**src/rtl/i2c_ctrl_pkg.sv**
```systemverilog
// i2c_ctrl_pkg: shared types for the I2C byte-level controller.
//   cmd_op_e  - command codes carried on cmd_op
//   state_e   - controller FSM states
//   CNT_W     - width of the quarter-period counter (CLK_DIV up to 65535)
//   op_legal  - whether a command may run given current bus ownership
package i2c_ctrl_pkg;

    typedef enum logic [2:0] {
        START = 3'd0,
        WRITE = 3'd1,
        READ  = 3'd2,
        STOP  = 3'd3
    } cmd_op_e;

    typedef enum logic [2:0] {
        IDLE, START_A, START_B, BIT, ACK, STOP_A, STOP_B, DONE
    } state_e;

    localparam int CNT_W = 16;

    // START is always allowed (repeated start when owned); data and STOP
    // commands need an owned bus; codes 4..7 are never legal.
    function automatic logic op_legal(input logic [2:0] op, input logic owned);
        case (op)
            START:             op_legal = 1'b1;
            WRITE, READ, STOP: op_legal = owned;
            default:           op_legal = 1'b0;
        endcase
    endfunction

endpackage

```
**src/rtl/i2c_qtick.sv**
```systemverilog
// i2c_qtick: SCL quarter-period divider.
//   clk, start_rst - clock, async active-high reset
//   run            - count while a command is executing, else held at 0
//   clr            - command accepted: restart from 0
//   hold           - keep the counter parked at 0 (target clock stretching)
//   tick           - one-cycle pulse on the last count of each quarter
module i2c_qtick
    import i2c_ctrl_pkg::*;
#(
    parameter int CLK_DIV = 250
) (
    input  logic clk,
    input  logic start_rst,
    input  logic run,
    input  logic clr,
    input  logic hold,
    output logic tick
);

    localparam logic [CNT_W-1:0] LAST = CNT_W'(CLK_DIV - 1);

    logic [CNT_W-1:0] cnt_q;

    assign tick = run && !clr && (cnt_q == LAST);

    always_ff @(posedge clk or posedge start_rst) begin
        if (start_rst)
            cnt_q <= '0;
        else if (clr || !run)
            cnt_q <= '0;
        else if (hold && cnt_q == '0)
            cnt_q <= '0;
        else if (cnt_q == LAST)
            cnt_q <= '0;
        else
            cnt_q <= cnt_q + 1'b1;
    end

endmodule

```
**src/rtl/i2c_controller.sv**
```systemverilog
// i2c_controller: byte-level I2C master (START / WRITE / READ / STOP).
//   clk, start_rst          - clock, async active-high reset
//   cmd_valid/ready         - command handshake; cmd_op, cmd_wdata, cmd_mack
//   rsp_valid               - one-cycle completion pulse with rsp_rdata,
//                             rsp_nack (WRITE not acknowledged), rsp_err
//   bus_owned               - START done, STOP not yet finished
//   scl_i, sda_i            - synchronised bus lines
//   scl_oe, sda_oe          - open-drain pull-downs (1 = drive low)
// Build option: I2C_CLK_STRETCH_EN makes released-SCL quarters wait for
// scl_i high before counting (target clock stretching).
module i2c_controller
    import i2c_ctrl_pkg::*;
#(
    parameter int CLK_DIV = 250
) (
    input  logic       clk,
    input  logic       start_rst,
    input  logic       cmd_valid,
    output logic       cmd_ready,
    input  logic [2:0] cmd_op,
    input  logic [7:0] cmd_wdata,
    input  logic       cmd_mack,
    output logic       rsp_valid,
    output logic [7:0] rsp_rdata,
    output logic       rsp_nack,
    output logic       rsp_err,
    output logic       bus_owned,
    input  logic       scl_i,
    input  logic       sda_i,
    output logic       scl_oe,
    output logic       sda_oe
);

    state_e     state_q, state_d;
    logic [1:0] qtr_q, qtr_d;
    logic [2:0] bit_q, bit_d;
    logic [2:0] op_q;
    logic [7:0] wdata_q, rx_sr;
    logic       mack_q, err_q, ack_smp, sda_last, out_en;
    logic       accept, tick, active, hold, smp;

    // out_en keeps cmd_ready low until the first edge after reset.
    assign cmd_ready = out_en && (state_q == IDLE) && !rsp_valid;
    assign accept    = cmd_valid && cmd_ready;
    assign active    = (state_q != IDLE) && (state_q != DONE);
    assign smp       = tick && (qtr_q == 2'd1);

`ifdef I2C_CLK_STRETCH_EN
    assign hold = active && !scl_oe && !scl_i;
`else
    logic unused_scl;
    assign unused_scl = scl_i;
    assign hold       = 1'b0;
`endif

    i2c_qtick #(.CLK_DIV(CLK_DIV)) u_qtick (
        .clk       (clk),
        .start_rst (start_rst),
        .run       (active),
        .clr       (accept),
        .hold      (hold),
        .tick      (tick)
    );

    always_ff @(posedge clk or posedge start_rst) begin
        if (start_rst) begin
            state_q <= IDLE;
            qtr_q   <= '0;
            bit_q   <= '0;
        end else begin
            state_q <= state_d;
            qtr_q   <= qtr_d;
            bit_q   <= bit_d;
        end
    end

    always_comb begin
        state_d = state_q;
        qtr_d   = qtr_q;
        bit_d   = bit_q;
        // Between commands: SCL low while owned, SDA parked where it was.
        scl_oe  = bus_owned;
        sda_oe  = sda_last;
        case (state_q)
            IDLE: begin
                if (accept) begin
                    qtr_d = '0;
                    bit_d = 3'd7;
                    if (!op_legal(cmd_op, bus_owned))
                        state_d = DONE;
                    else begin
                        case (cmd_op)
                            START:   state_d = START_A;
                            STOP:    state_d = STOP_A;
                            default: state_d = BIT;
                        endcase
                    end
                end
            end
            START_A: begin
                scl_oe = 1'b0;
                sda_oe = 1'b0;
                if (tick) state_d = START_B;
            end
            START_B: begin
                // q0: SDA falls with SCL high; q1: SCL pulled low
                scl_oe = qtr_q[0];
                sda_oe = 1'b1;
                if (tick) begin
                    if (qtr_q[0]) state_d = DONE;
                    else          qtr_d   = qtr_q + 2'd1;
                end
            end
            BIT: begin
                scl_oe = (qtr_q == 2'd0) || (qtr_q == 2'd3);
                sda_oe = (op_q == WRITE) ? !wdata_q[bit_q] : 1'b0;
                if (tick) begin
                    qtr_d = qtr_q + 2'd1;
                    if (qtr_q == 2'd3) begin
                        if (bit_q == 3'd0) state_d = ACK;
                        else               bit_d   = bit_q - 3'd1;
                    end
                end
            end
            ACK: begin
                scl_oe = (qtr_q == 2'd0) || (qtr_q == 2'd3);
                sda_oe = (op_q == READ) && mack_q;
                if (tick) begin
                    qtr_d = qtr_q + 2'd1;
                    if (qtr_q == 2'd3) state_d = DONE;
                end
            end
            STOP_A: begin
                scl_oe = 1'b1;
                sda_oe = 1'b1;
                if (tick) state_d = STOP_B;
            end
            STOP_B: begin
                // q0: SCL released with SDA low; q1: SDA rises (stop)
                scl_oe = 1'b0;
                sda_oe = !qtr_q[0];
                if (tick) begin
                    if (qtr_q[0]) state_d = DONE;
                    else          qtr_d   = qtr_q + 2'd1;
                end
            end
            DONE:    state_d = IDLE;
            default: state_d = IDLE;
        endcase
    end

    always_ff @(posedge clk or posedge start_rst) begin
        if (start_rst) begin
            out_en    <= 1'b0;
            rsp_valid <= 1'b0;
            rsp_rdata <= 8'h00;
            rsp_nack  <= 1'b0;
            rsp_err   <= 1'b0;
            bus_owned <= 1'b0;
            sda_last  <= 1'b0;
            op_q      <= '0;
            wdata_q   <= '0;
            mack_q    <= 1'b0;
            err_q     <= 1'b0;
            rx_sr     <= '0;
            ack_smp   <= 1'b0;
        end else begin
            out_en    <= 1'b1;
            rsp_valid <= (state_q == DONE);
            if (active) sda_last <= sda_oe;
            if (accept) begin
                op_q    <= cmd_op;
                wdata_q <= cmd_wdata;
                mack_q  <= cmd_mack;
                err_q   <= !op_legal(cmd_op, bus_owned);
                if (cmd_op == START) bus_owned <= 1'b1;
            end
            if (state_q == STOP_B && tick && qtr_q[0]) bus_owned <= 1'b0;
            if (smp && state_q == BIT) rx_sr   <= {rx_sr[6:0], sda_i};
            if (smp && state_q == ACK) ack_smp <= sda_i;
            // Response fields land together with the rsp_valid pulse.
            if (state_q == DONE) begin
                rsp_err  <= err_q;
                rsp_nack <= !err_q && (op_q == WRITE) && ack_smp;
                if (!err_q && op_q == READ) rsp_rdata <= rx_sr;
            end
        end
    end

endmodule

```
**config.mk**
```make
export PLATFORM = sky130hd
export DESIGN_NAME = i2c_controller
export DESIGN_NICKNAME = d
export VERILOG_FILES = /design/src/rtl/i2c_ctrl_pkg.sv /design/src/rtl/i2c_qtick.sv /design/src/rtl/i2c_controller.sv
export SDC_FILE = /design/constraint.sdc
export NUM_CORES = 1
export LEC_CHECK = 0
export BUFFER_PORTS_ARGS = -buffer_cell sky130_fd_sc_hd__buf_4
export CORE_ASPECT_RATIO = 1.4
export CORE_MARGIN = 2
export CORE_UTILIZATION = 63
export CTS_CLUSTER_SIZE = 24
export DETAILED_ROUTE_END_ITERATION = 12
export GPL_ROUTABILITY_DRIVEN = 0
export PLACE_DENSITY = 0.84
export SYNTH_ARGS = -nofsm -noshare
export SYNTH_HDL_FRONTEND = slang
export SYNTH_SLANG_ARGS = --single-unit
```
**constraint.sdc**
```tcl
create_clock -name clk -period 4.9 [get_ports clk]
set_input_delay 0.98 -clock clk [delete_from_list [all_inputs] [get_ports clk]]
set_output_delay 0.98 -clock clk [all_outputs]
set_load 0.005 [all_outputs]
```
After elaboration in Yosys (flattened, before gate mapping)
Index checks and enable logic that the tools add are counted.
{ "totals": {"regBits": 60, "inputBits": 17, "output_inout_bits": 15, "wordCells": 131} }
{ "classes": {"addsub": 3, "n_lt_le_gt_ge": 1, "n_eq_ne": 29, "mux": 36, "n_reduce_logical": 44} }
{ "op_table": {"columns": ["cell", "count"], "rows": [
  ["$mux W3", 15],
  ["$mux W16", 2],
  ["$pmux W3 S7", 1],
  ["$ne A2 B2 Y1 const B", 9],
  ["$add A16 B1 Y16 const B", 1],
  ["$eq A16 B8 Y1 const B", 1],
  ["$eq A3 B2 Y1 const B", 5],
  ["$logic_and A1 B1 Y1", 15],
  ["$eq A3 B3 Y1 const B", 4],
  ["$pmux W3 S2", 2],
  ["$reduce_and A10 Y1", 1],
  ["$reduce_and A5 Y1", 2],
  ["$eq A3 B1 Y1 const B", 3],
  ["$logic_not A3 Y1", 3],
  ["$mux W2", 4],
  ["$ne A2 B1 Y1 const B", 4],
  ["$reduce_or A2 Y1", 4],
  ["$logic_not A1 Y1", 7],
  ["$mux W1", 7],
  ["$pmux W2 S3", 1],
  ["$reduce_bool A2 Y1", 3],
  ["$reduce_bool A3 Y1", 2],
  ["$pmux W1 S5", 1],
  ["$lt A3 B4 Y1 const B", 1],
  ["13 further kinds", 15]
]} }

Depth between registers and ports, before layout
Gate-level depths: netlist (run 1).
{ "depth": {"ltp_word": 11, "ltp_mapped": 8, "ltp_nobuf": 7} }

Modules after synthesis
Synthesis (run 1) repeated with hierarchy kept, for this count alone.
{ "hier_totals": {"cells_unflattened": 313, "hier_area_um2": 3111.7} }
{ "modules_own_cells": {"columns": ["mod", "n_inst", "cells_each", "area_each_um2", "seq_area_each_um2"], "rows": [
  ["i2c_controller", 1, 222, 2229.6, 1101.1],
  ["i2c_qtick", 1, 91, 882.1, 400.4]
]} }

Worst setup path before layout (run 1)
Ideal clock, no wire load.
{ "synth_timing": {"path_type": "input to register", "from": "input port cmd_valid", "to": "register op_q[0]", "setup_ns": 0.125, "arrival_time_ns": 2.135, "required_ns": 4.775, "setup_slack_ns": 2.640, "cell_stages": 4, "n_path_buf": 1, "path_cell_list": "nand3b_1 > nor2_1 > buf_2 > mux2_2"} }
{ "synth_between": {"elab_chain_len": 1} }
{ "synth_rtl": {"columns": ["item", "line_no", "text"], "rows": [
  ["start: declaration", "i2c_controller.sv:18", "input logic cmd_valid,"],
  ["$logic_and A1 B1 Y1", "i2c_controller.sv:44", "assign accept = cmd_valid && cmd_ready;"],
  ["end signal: assignment", "i2c_controller.sv:172", "op_q <= cmd_op;"],
  ["end: declaration", "i2c_controller.sv:37", "logic [2:0] op_q;"]
]} }
No other way between the ends.
A chain may end at the register's enable or synchronous reset.

Worst setup path after layout (run 1)
{ "layout_timing": {"from": "register state_q[0]", "to": "output port sda_oe"} }
{ "layout_between": {"elab_chain_len": 3, "word_cells_on_any_way": 8, "classes_between": "eq/ne: 6; mux: 1; reduce/logical: 1"} }
{ "layout_rtl": {"columns": ["item", "line_no", "text"], "rows": [
  ["start: declaration", "i2c_controller.sv:34", "state_e state_q, state_d;"],
  ["start signal: assignment", "i2c_controller.sv:71", "state_q <= state_d;"],
  ["$eq A3 B3 Y1 / $eq A3 B2 Y1 (equally long branches)", "i2c_controller.sv:84", "case (state_q)"],
  ["$reduce_or A2 Y1 (no source line)", null, null],
  ["$pmux W1 S5 *", "i2c_controller.sv:84", null],
  ["end: declaration", "i2c_controller.sv:31", "output logic sda_oe"]
]} }
Every way passes the cells marked *; elsewhere a longest branch is shown, timed or not.

==> results of run 1 <==
==> per-layer routing <==
| metal | global-route usage, % | routed length, um |
|---|---|---|
| met5 | 0 | 0 |
| met4 | 12.5 | 205 |
| met3 | 6.49 | 262 |
| met2 | 45.9 | 3410 |
| met1 | 30.4 | 2570 |
==> cell type report <==
type / instances / area, um^2
well taps: 62 / 77.6
multi-input cells: 198 / 1440
clock buffers: 10 / 138
fillers: 315 / 1050
repair buffers: 32 / 240
clock inverters: 6 / 111
flip-flops and latches: 60 / 1500
inverters: 13 / 48.8
==> state kept, by name, indices dropped and copies added (netlist names) <==
register	cells
u_qtick.cnt_q	16
rsp_rdata	8
rx_sr	8
wdata_q	8
bit_q	3
op_q	3
state_q	3
qtr_q	2
ack_smp	1
bus_owned	1
err_q	1
mack_q	1
out_en	1
rsp_err	1
rsp_nack	1
rsp_valid	1
sda_last	1
==> where the power goes <==
group / total [mW] / internal [mW] / switching (mW)
registers: 0.497 / 0.496 / 0.000696
clock network: 0.550 / 0.351 / 0.198
logic: 0.0249 / 0.0101 / 0.0148
==> per-stage QoR <==
step	cell area [um^2]	utilization [%]	std cells	hold WS [ns]	power, mW
6_report	3560	77.2	381	0.492	1.07
3_5_place_dp	3310	71.8	365	0.488	0.532
3_3_place_gp	3310	71.8	365	0.475	0.531
2_1_floorplan	3040	-	282	0.461	0.517
4_1_cts	3560	77.2	381	0.496	1.08
5_1_grt	3560	77.2	381	0.515	1.10
==> kinds of logic (layout without fill, tap and decap cells) <==
| kind of cell | count (synthesis) | in the layout |
|---|---|---|
| compound gates | 42 | 42 |
| xor+xnor | 14 | 14 |
| fa+ha+maj | 8 | 8 |
| buf+inv | 24 | 61 |
| flops | 60 | 60 |
| mux | 36 | 36 |
| other cells | 1 | 1 |
| simple gates | 97 | 97 |
==> cell usage in the layout (no fill, tap or decap), drive strengths merged, types with 2 or more instances in the layout <==
cell type / synthesis / layout
clkbuf: 8 / 10
a2bb2oi: 2 / 2
dfrtp: 60 / 60
xor2: 7 / 7
nand4: 3 / 3
a32o: 2 / 2
mux2: 31 / 31
o22ai: 3 / 3
nor2: 36 / 36
nand2b: 5 / 5
o31a: 2 / 2
a211oi: 3 / 3
nor3b: 2 / 2
or3: 2 / 2
and4: 2 / 2
inv: 13 / 13
o21ai: 8 / 8
mux2i: 3 / 3
clkinv: 0 / 2
nor4: 3 / 3
nand3: 7 / 7
ha: 7 / 7
and3: 5 / 5
nand2: 17 / 17
nand3b: 3 / 3
a21oi: 9 / 9
a31oi: 2 / 2
xnor2: 7 / 7
nor3: 6 / 6
buf: 3 / 32
mux4: 2 / 2
or4b: 2 / 2
bufinv: 0 / 3
o31ai: 4 / 4
==> synth_stat cells, drive strengths merged (3+ instances only) <==
library cell  instances
ha                    7
a211oi                3
o21ai                 8
and3                  5
nand2b                5
nor4                  3
nor3                  6
nor2                 36
mux2                 31
o22ai                 3
dfrtp                60
xor2                  7
inv                  13
nand2                17
nand3b                3
o31ai                 4
buf                   3
nand3                 7
xnor2                 7
clkbuf                8
nand4                 3
mux2i                 3
a21oi                 9
==> worst max-delay path by stage <==
stage	from	endpoint	slack, ns	cells past startpoint
after floorplan	start_rst	ack_smp	2.44	1
after global placement	state_q[0]	sda_oe	2.23	5
after detailed placement	state_q[0]	sda_oe	2.17	5
after CTS	state_q[0]	sda_oe	1.77	5
after global routing	state_q[0]	sda_oe	1.59	5
final	state_q[0]	sda_oe	1.76	5
==> results.sh, run 1 <==
export IMPL_outcome="finished clean"
export IMPL_cap_viol_max_count=0
export IMPL_crit_buf_inv=1
export IMPL_synth_xor_area_share_pct=4.03
export IMPL_muxShareOfSynthArea_pct=13.9
export IMPL_end_kind="output port"
export IMPL_io_buffers=30
export IMPL_grt_pass1_vias=2297
export IMPL_synthAdderAreaFrac_pct=3.21
export IMPL_grt_pass1_wl_um=10800
export IMPL_synth_nets=306
export IMPL_yosysUniqueCellTypes=51
export IMPL_num_antenna_cells=0
export IMPL_routedWlPerCell_um=16.9
export IMPL_leakagePower_nw=1.71
export IMPL_netlist_top_cells_area="dfrtp_1 49%, mux2_2 11%, nor2_1 4.4%, ha_1 2.9%, xnor2_1 2.0%"
export IMPL_routed_wl_um=6450
export IMPL_post_route_period_util_pct=64.1
export IMPL_timing_fmax_mhz=318
export IMPL_htree_levels=3
export IMPL_antenna_found_initial=0
export IMPL_cts_hold_buffers=0
export IMPL_setup_violations_final=0
export IMPL_place_ws_ns=2.17
export IMPL_setup_worst_path_class="reg2out"
export IMPL_cpMaxStageDelayCell="dfrtp_1"
export IMPL_ant_nets=0
export IMPL_min_to="u_qtick.cnt_q[0]"
export IMPL_reg2reg_depth=6
export IMPL_vias=2278
export IMPL_drive_gt1_share_pct=27.3
export IMPL_finalWorstSetupSlack_ns=1.76
export IMPL_crit_required_ns=3.92
export IMPL_cts_resized=0
export IMPL_drc=0
export IMPL_vias_per_cell=5.98
export IMPL_synth_edff_count=0
export IMPL_drt_iter0_markers=182
export IMPL_min_delay_path_depth=1
export IMPL_synthSimpleGateAreaFrac_pct=16.6
export IMPL_reg2reg_slack_ns=2.18
export IMPL_final_setup_tns_ns=0
export IMPL_synth_area_leader_cell="dfrtp_1"
export IMPL_cts_path_max_buffers=2
export IMPL_arrival_ns=2.16
export IMPL_root_buffer="clkbuf_8"
export IMPL_avgSynthCellArea_um2=10.8
export IMPL_num_io_pins=32
export IMPL_ys_seq_area_share_pct=49.3
export IMPL_ys_ff_latch=60
export IMPL_die_x_um=62.7
export IMPL_post_cts_buffers=0
export IMPL_slew_headroom_pct=45.7
export IMPL_synth_compound_area_share_pct=9.46
export IMPL_hp_start="u_qtick.cnt_q[0]"
export IMPL_fin_crit_ns=3.14
export IMPL_die_area_um2=5410
export IMPL_fin_nets=338
export IMPL_yosys_most_used_dff="dfrtp_1"
export IMPL_critPathMaxFanout=18
export IMPL_synth_top_cell_area_share_pct=49.3
export IMPL_cp_start_kind="flip-flop"
export IMPL_clk_insertion_delay_late_ns=0.34
export IMPL_dp_hpwl_um=4400
export IMPL_path_clk_slew_ns=0.07
export IMPL_worst_slew_pin_slew_ns=0.808
export IMPL_rows=29
export IMPL_die_h_um=86.2
export IMPL_r2r_start="u_qtick.cnt_q[1]"
export IMPL_cts_tree="yes"
export IMPL_cp_cell_sequence="nand2_1, nor2_1, nand4_1, o21ai_0, buf_4"
export IMPL_finClkSkew_ns=0.00741
export IMPL_grt_overflow=0
export IMPL_ys_async_sr_fraction_pct=100
export IMPL_slowest_delay_ns=0.68
export IMPL_start_util_pct=66.0
export IMPL_cts_sinks=60
export IMPL_syn_area_um2=3040
export IMPL_synth_top_family_by_area="simple AND/OR/NAND/NOR gates"
export IMPL_first_pass_iters=7
export IMPL_cts_buffers_inserted=9
export IMPL_final_hold_viol_count=0
export IMPL_area_growth_pct=16.9
export IMPL_path_delay_family="simple AND/OR/NAND/NOR gates"
export IMPL_rsz0062_at_grt="no"
export IMPL_worstReg2RegEnd="u_qtick.cnt_q[3]"
export IMPL_p_per_area_nw_per_um2=301
export IMPL_syn_inst=282
export IMPL_synth_warnings=0
export IMPL_grt_start_max_net_pins=61
export IMPL_coreArea_um2=4610
export IMPL_grtUsageTotal_pct=26.3
export IMPL_hold_class="reg2reg"
export IMPL_maxSlewViolCount=0
export IMPL_vdd_drop_max_mv=0.297
No activity file was read; power rests on OpenSTA's default activity.
==> inputs of run 2 (changes only) <==
- CORE_UTILIZATION: 63 -> 58
- PLACE_DENSITY: 0.84 -> 0.78
- clock period: 4.9 -> 2.95 ns (I/O delays scaled with it)
==> results.sh, run 2 (same netlist as run 1, synthesis figures left out) <==
export IMPL_largest_register="u_qtick.cnt_q"
export IMPL_multiInputGateArea_um2=1440
export IMPL_setup_violations_final=0
export IMPL_routedWlPerCell_um=15.5
export IMPL_cts_tree="yes"
export IMPL_dp_hpwl_um=4220
export IMPL_rsz0062_at_grt="no"
export IMPL_num_io_pins=32
export IMPL_drc=0
export IMPL_worst_slew_pin_slew_ns=0.740
export IMPL_vias=2238
export IMPL_ff_latch_area_um2=1500
export IMPL_post_cts_buffers=0
export IMPL_end_kind="output port"
export IMPL_fin_crit_ns=2.45
export IMPL_area_growth_pct=16.0
export IMPL_timing_fmax_mhz=409
export IMPL_grt_busiest_layer="met2"
export IMPL_grtUsageTotal_pct=23.1
export IMPL_r2r_start="u_qtick.cnt_q[1]"
export IMPL_final_hold_viol_count=0
export IMPL_antenna_found_initial=0
export IMPL_cts_buffers_inserted=9
export IMPL_post_route_util_pct=68.9
export IMPL_drive_gt1_share_pct=27.6
export IMPL_final_common_cell="dfrtp_1"
export IMPL_finClkSkew_ns=0.00907
export IMPL_power_mw=1.57
export IMPL_grt_pass1_wl_um=10400
export IMPL_largest_register_ffs=16
export IMPL_maxSlewViolCount=0
export IMPL_grtUsageMet1_pct=27.2
export IMPL_cpMostUsedCell="buf_4"
export IMPL_cp_startpoint="state_q[1]"
export IMPL_die_x_um=65.2
export IMPL_hold_class="in2async"
export IMPL_leakagePower_nw=1.70
export IMPL_cts_sinks=60
export IMPL_vias_per_cell=5.75
export IMPL_rows=31
export IMPL_die_area_um2=5850
export IMPL_arrival_ns=1.86
export IMPL_start_util_pct=59.4
export IMPL_drt_iter0_markers=141
export IMPL_crit_required_ns=2.36
export IMPL_num_antenna_cells=0
export IMPL_p_per_area_nw_per_um2=444
export IMPL_critPathMaxFanout=13
export IMPL_io_buffers=30
export IMPL_fin_nets=342
export IMPL_cpMaxStageDelayCell="dfrtp_1"
export IMPL_post_route_period_util_pct=82.9
export IMPL_routed_wl_um=6050
export IMPL_reg2reg_depth=8
export IMPL_first_pass_iters=4
export IMPL_slowest_delay_ns=0.61
export IMPL_cts_hold_buffers=0
export IMPL_cts_path_max_buffers=2
export IMPL_final_cell_mix="60 x dfrtp_1, 36 x nor2_1, 36 x buf_4"
export IMPL_outcome="finished clean"
export IMPL_slew_headroom_pct=50.7
export IMPL_cts_resized=0
export IMPL_cp_start_kind="flip-flop"
export IMPL_coreArea_um2=5120
export IMPL_grt_pass1_vias=2271
export IMPL_path_delay_family="flip-flops"
export IMPL_htree_levels=3
export IMPL_ant_nets=0
export IMPL_final_setup_tns_ns=0
export IMPL_setup_worst_path_class="reg2out"
export IMPL_vdd_drop_max_mv=0.342
export IMPL_reg2reg_slack_ns=0.67
export IMPL_path_clk_slew_ns=0.07
export IMPL_cp_cell_sequence="nand2_1, nor2_1, buf_4, nand4_1, o21ai_0, buf_4"
export IMPL_grt_overflow=0
export IMPL_grt_start_max_net_pins=61
export IMPL_met3_usage_pct=6.01
export IMPL_crit_buf_inv=2
export IMPL_worstReg2RegEnd="bit_q[1]"
export IMPL_fillers=400
export IMPL_cap_viol_max_count=0
export IMPL_root_buffer="clkbuf_8"
export IMPL_die_h_um=89.7
export IMPL_clk_insertion_delay_late_ns=0.33
export IMPL_met2_usage_pct=38.9
[run 2: changes by cell type in the layout (fill, tap and decap cells not counted)]
cell,delta
clkbuf_1,+2
clkinv_2,+2
bufinv_16,-2
clkbuf_8,-1
buf_4,+4
clkinv_4,-1
[run 2: cell type report]
type                            instances  area share [%]
Clock buffer                           11            3.72
Clock inverter                          5            1.49
Inverter                               13            1.38
Multi-Input combinational cell        198            40.9
Sequential cell                        60            42.6
Tap cell                               66            2.34
Timing Repair Buffer                   36            7.66
[run 2: tightest hold or removal path, stage by stage]
cell,delay [ns]
buf_4,0.11
inv_2,0.04
buf_4,0.57
[run 2: worst max path at each step]
stage	endpoint	slack [ns]	cells after the start
final	sda_oe	0.50	6
after global routing	sda_oe	0.33	4
after CTS	sda_oe	0.48	5
after detailed placement	bit_q[1]	0.68	8
after global placement	bit_q[1]	0.72	8
after floorplan	ack_smp	0.86	7
[run 2: stage by stage]
stage                     hold slack, ns  cell area, um^2  setup WS, ns  cells
after floorplan                    0.461             3040         0.858    282
after global placement             0.473             3340         0.723    373
after detailed placement           0.489             3340         0.678    373
after CTS                          0.461             3530         0.484    389
after global routing               0.467             3530         0.326    389
final                              0.469             3530         0.504    389
[run 2: layer usage]
metal / wire length [um] / up-vias
met5: 0 / -
met4: 129 / 0
met3: 206 / 11
met2: 3270 / 49
met1: 2440 / 1102
li1: - / 1076
[run 2: where the power goes]
group          internal (mW)  switching (mW)
sequential             0.825         0.00116
combinational         0.0167          0.0236
clock                  0.386           0.315
==> inputs of run 3 (changes only) <==
- ABC_AREA: not set -> 1
- clock period: 2.95 -> 2.45 ns (I/O delays scaled with it)
==> results.sh, run 3 <==
export IMPL_r2r_start="u_qtick.cnt_q[10]"
export IMPL_fin_crit_ns=2.29
export IMPL_slew_headroom_pct=62.7
export IMPL_synth_edff_count=0
export IMPL_area_growth_pct=17.7
export IMPL_setup_violations_final=0
export IMPL_cts_path_max_buffers=2
export IMPL_end_kind="output port"
export IMPL_yosysUniqueCellTypes=38
export IMPL_avgSynthCellArea_um2=8.19
export IMPL_wl_met2_um=3190
export IMPL_setup_worst_path_class="reg2out"
export IMPL_yosys_cell_count_top_type="nand2_1"
export IMPL_first_pass_iters=4
export IMPL_hold_ws_ns=0.196
export IMPL_final_hold_viol_count=0
export IMPL_antenna_found_initial=0
export IMPL_clk_insertion_delay_late_ns=0.34
export IMPL_reg2reg_slack_ns=0.71
export IMPL_final_cell_mix="98 x nand2_1, 57 x dfrtp_1, 47 x nor2_1"
export IMPL_routedWlPerCell_um=12.9
export IMPL_muxShareOfSynthArea_pct=0.364
export IMPL_ys_top_cells_by_count="98 x nand2_1, 60 x dfrtp_1, 48 x nor2_1"
export IMPL_crit_required_ns=1.96
export IMPL_vias=2520
export IMPL_arrival_ns=1.80
export IMPL_drive_gt1_share_pct=20.7
export IMPL_die_x_um=65.8
export IMPL_ant_nets=0
export IMPL_yosys_most_used_dff="dfrtp_1"
export IMPL_p_per_area_nw_per_um2=1100
export IMPL_hold_class="in2async"
export IMPL_cap_viol_max_count=0
export IMPL_cts_buffers_inserted=9
export IMPL_synthAdderAreaFrac_pct=2.83
export IMPL_synth_warnings=0
export IMPL_wl_met1_um=2720
export IMPL_leakagePower_nw=1.81
export IMPL_worstReg2RegEnd="state_q[2]"
export IMPL_htree_levels=3
export IMPL_coreArea_um2=5160
export IMPL_grt_pass1_vias=2495
export IMPL_largest_register_ffs=16
export IMPL_grt_start_max_net_pins=36
export IMPL_wl_met3_um=251
export IMPL_ys_async_sr_fraction_pct=100
export IMPL_synth_area_leader_cell="dfrtp_1"
export IMPL_final_common_cell="nand2_1"
export IMPL_drc=0
export IMPL_dp_hpwl_um=4590
export IMPL_grtUsageTotal_pct=23.2
export IMPL_fin_nets=439
export IMPL_synth_xor_area_share_pct=2.55
export IMPL_worst_slew_pin_slew_ns=0.558
export IMPL_synthSimpleGateAreaFrac_pct=27.8
export IMPL_synth_top_cell_area_share_pct=48.5
export IMPL_cts_hold_buffers=0
export IMPL_syn_inst=378
export IMPL_largest_register="u_qtick.cnt_q"
export IMPL_num_antenna_cells=0
export IMPL_start_util_pct=60.0
export IMPL_ys_seq_area_share_pct=48.5
export IMPL_die_area_um2=5950
export IMPL_final_setup_tns_ns=0
export IMPL_post_cts_buffers=0
export IMPL_top_layer="met4"
export IMPL_grt_pass1_wl_um=10600
export IMPL_finClkSkew_ns=0.0101
export IMPL_grt_overflow=0
export IMPL_outcome="finished clean"
export IMPL_synth_compound_area_share_pct=10.6
export IMPL_critPathMaxFanout=9
export IMPL_routed_wl_um=6270
export IMPL_netlist_top_cells_area="dfrtp_1 48%, nand2_1 12%, nor2_1 5.8%, inv_1 5.1%, o21ai_0 3.9%"
export IMPL_maxSlewViolCount=0
export IMPL_timing_fmax_mhz=437
export IMPL_io_buffers=30
export IMPL_reg2reg_depth=10
export IMPL_cts_tree="yes"
export IMPL_root_buffer="clkbuf_8"
export IMPL_path_clk_slew_ns=0.07
export IMPL_rows=31
export IMPL_cts_sinks=60
export IMPL_die_h_um=90.5
export IMPL_ys_ff_latch=60
export IMPL_vias_per_cell=5.19
export IMPL_drt_iter0_markers=167
export IMPL_vdd_drop_max_mv=0.729
export IMPL_num_io_pins=32
export IMPL_post_route_period_util_pct=93.4
export IMPL_rsz0062_at_grt="no"
export IMPL_synth_top_family_by_area="simple AND/OR/NAND/NOR gates"
export IMPL_syn_area_um2=3100
export IMPL_synth_nets=402
export IMPL_cp_start_kind="flip-flop"
[run 3: changes by cell type in the layout (fill, tap and decap cells not counted), moves of 9 or more]
cell,before,now
nor2_1,36,47
o21ai_2,0,9
mux2_2,31,1
nand2_1,16,98
inv_1,12,41
o21ai_0,7,24
[run 3: worst max-delay path: stages (launching register included)]
cell	delay, ns
dfrtp_2	0.48
inv_2	0.14
nand3_1	0.22
nand2_1	0.26
nand2_1	0.09
o2111ai_1	0.12
buf_4	0.15
[run 3: final cells by class]
cell class                      instances  area, um^2
Clock buffer                           10         138
Clock inverter                          6         111
Fill cell                             419        1520
Inverter                               48         180
Multi-Input combinational cell        264        1370
Sequential cell                        60        1510
Tap cell                               66        82.6
Timing Repair Buffer                   32         253
[run 3: how the worst max path moves through the flow]
stage	depth (start not counted)	endpoint	from
2_1_floorplan	1	ack_smp	start_rst
3_3_place_gp	7	scl_oe	state_q[2]
3_5_place_dp	7	sda_oe	state_q[2]
4_1_cts	7	sda_oe	state_q[2]
5_1_grt	7	sda_oe	state_q[2]
6_report	6	scl_oe	state_q[2]
[run 3: power breakdown]
part           internal, mW  leakage, nW  switching, mW
logic                 0.535        0.909          0.884
clock network         0.703        0.122          0.401
registers              1.24        0.781          0.236
total                  2.48         1.81           1.52
[run 3: through the flow]
stage	setup slack [ns]	cell area, um^2	instances	util (%)	power (mW)
6_report	0.163	3640	486	70.6	4.00
5_1_grt	0.0280	3640	486	70.6	4.29
4_1_cts	0.0537	3640	486	70.5	4.01
3_5_place_dp	0.435	3390	470	65.7	2.90
3_3_place_gp	0.488	3390	470	65.7	2.83
2_1_floorplan	0.475	3100	378	-	2.49
[run 3: what timing repair did]
item | CTS | global route
endpoints found under the setup margin | 0 | 2
resized for setup | 0 | 4
hold endpoints to repair | 0 | 0
[run 3: kinds of logic (layout without fill, tap and decap cells)]
| kind of cell | Yosys count | after routing |
|---|---|---|
| compound gates | 54 | 54 |
| flops | 60 | 60 |
| buf+inv | 54 | 96 |
| simple gates | 192 | 192 |
| xor+xnor | 9 | 9 |
| fa+ha+maj | 7 | 7 |
| mux | 1 | 1 |
| other cells | 1 | 1 |
[run 3: metal layers]
metal | GRT usage, % | vias up
met1 | 27.5 | 1184
met3 | 7.23 | 8
met5 | 0 | -
li1 | - | 1277
met2 | 38.3 | 51
met4 | 9.38 | 0
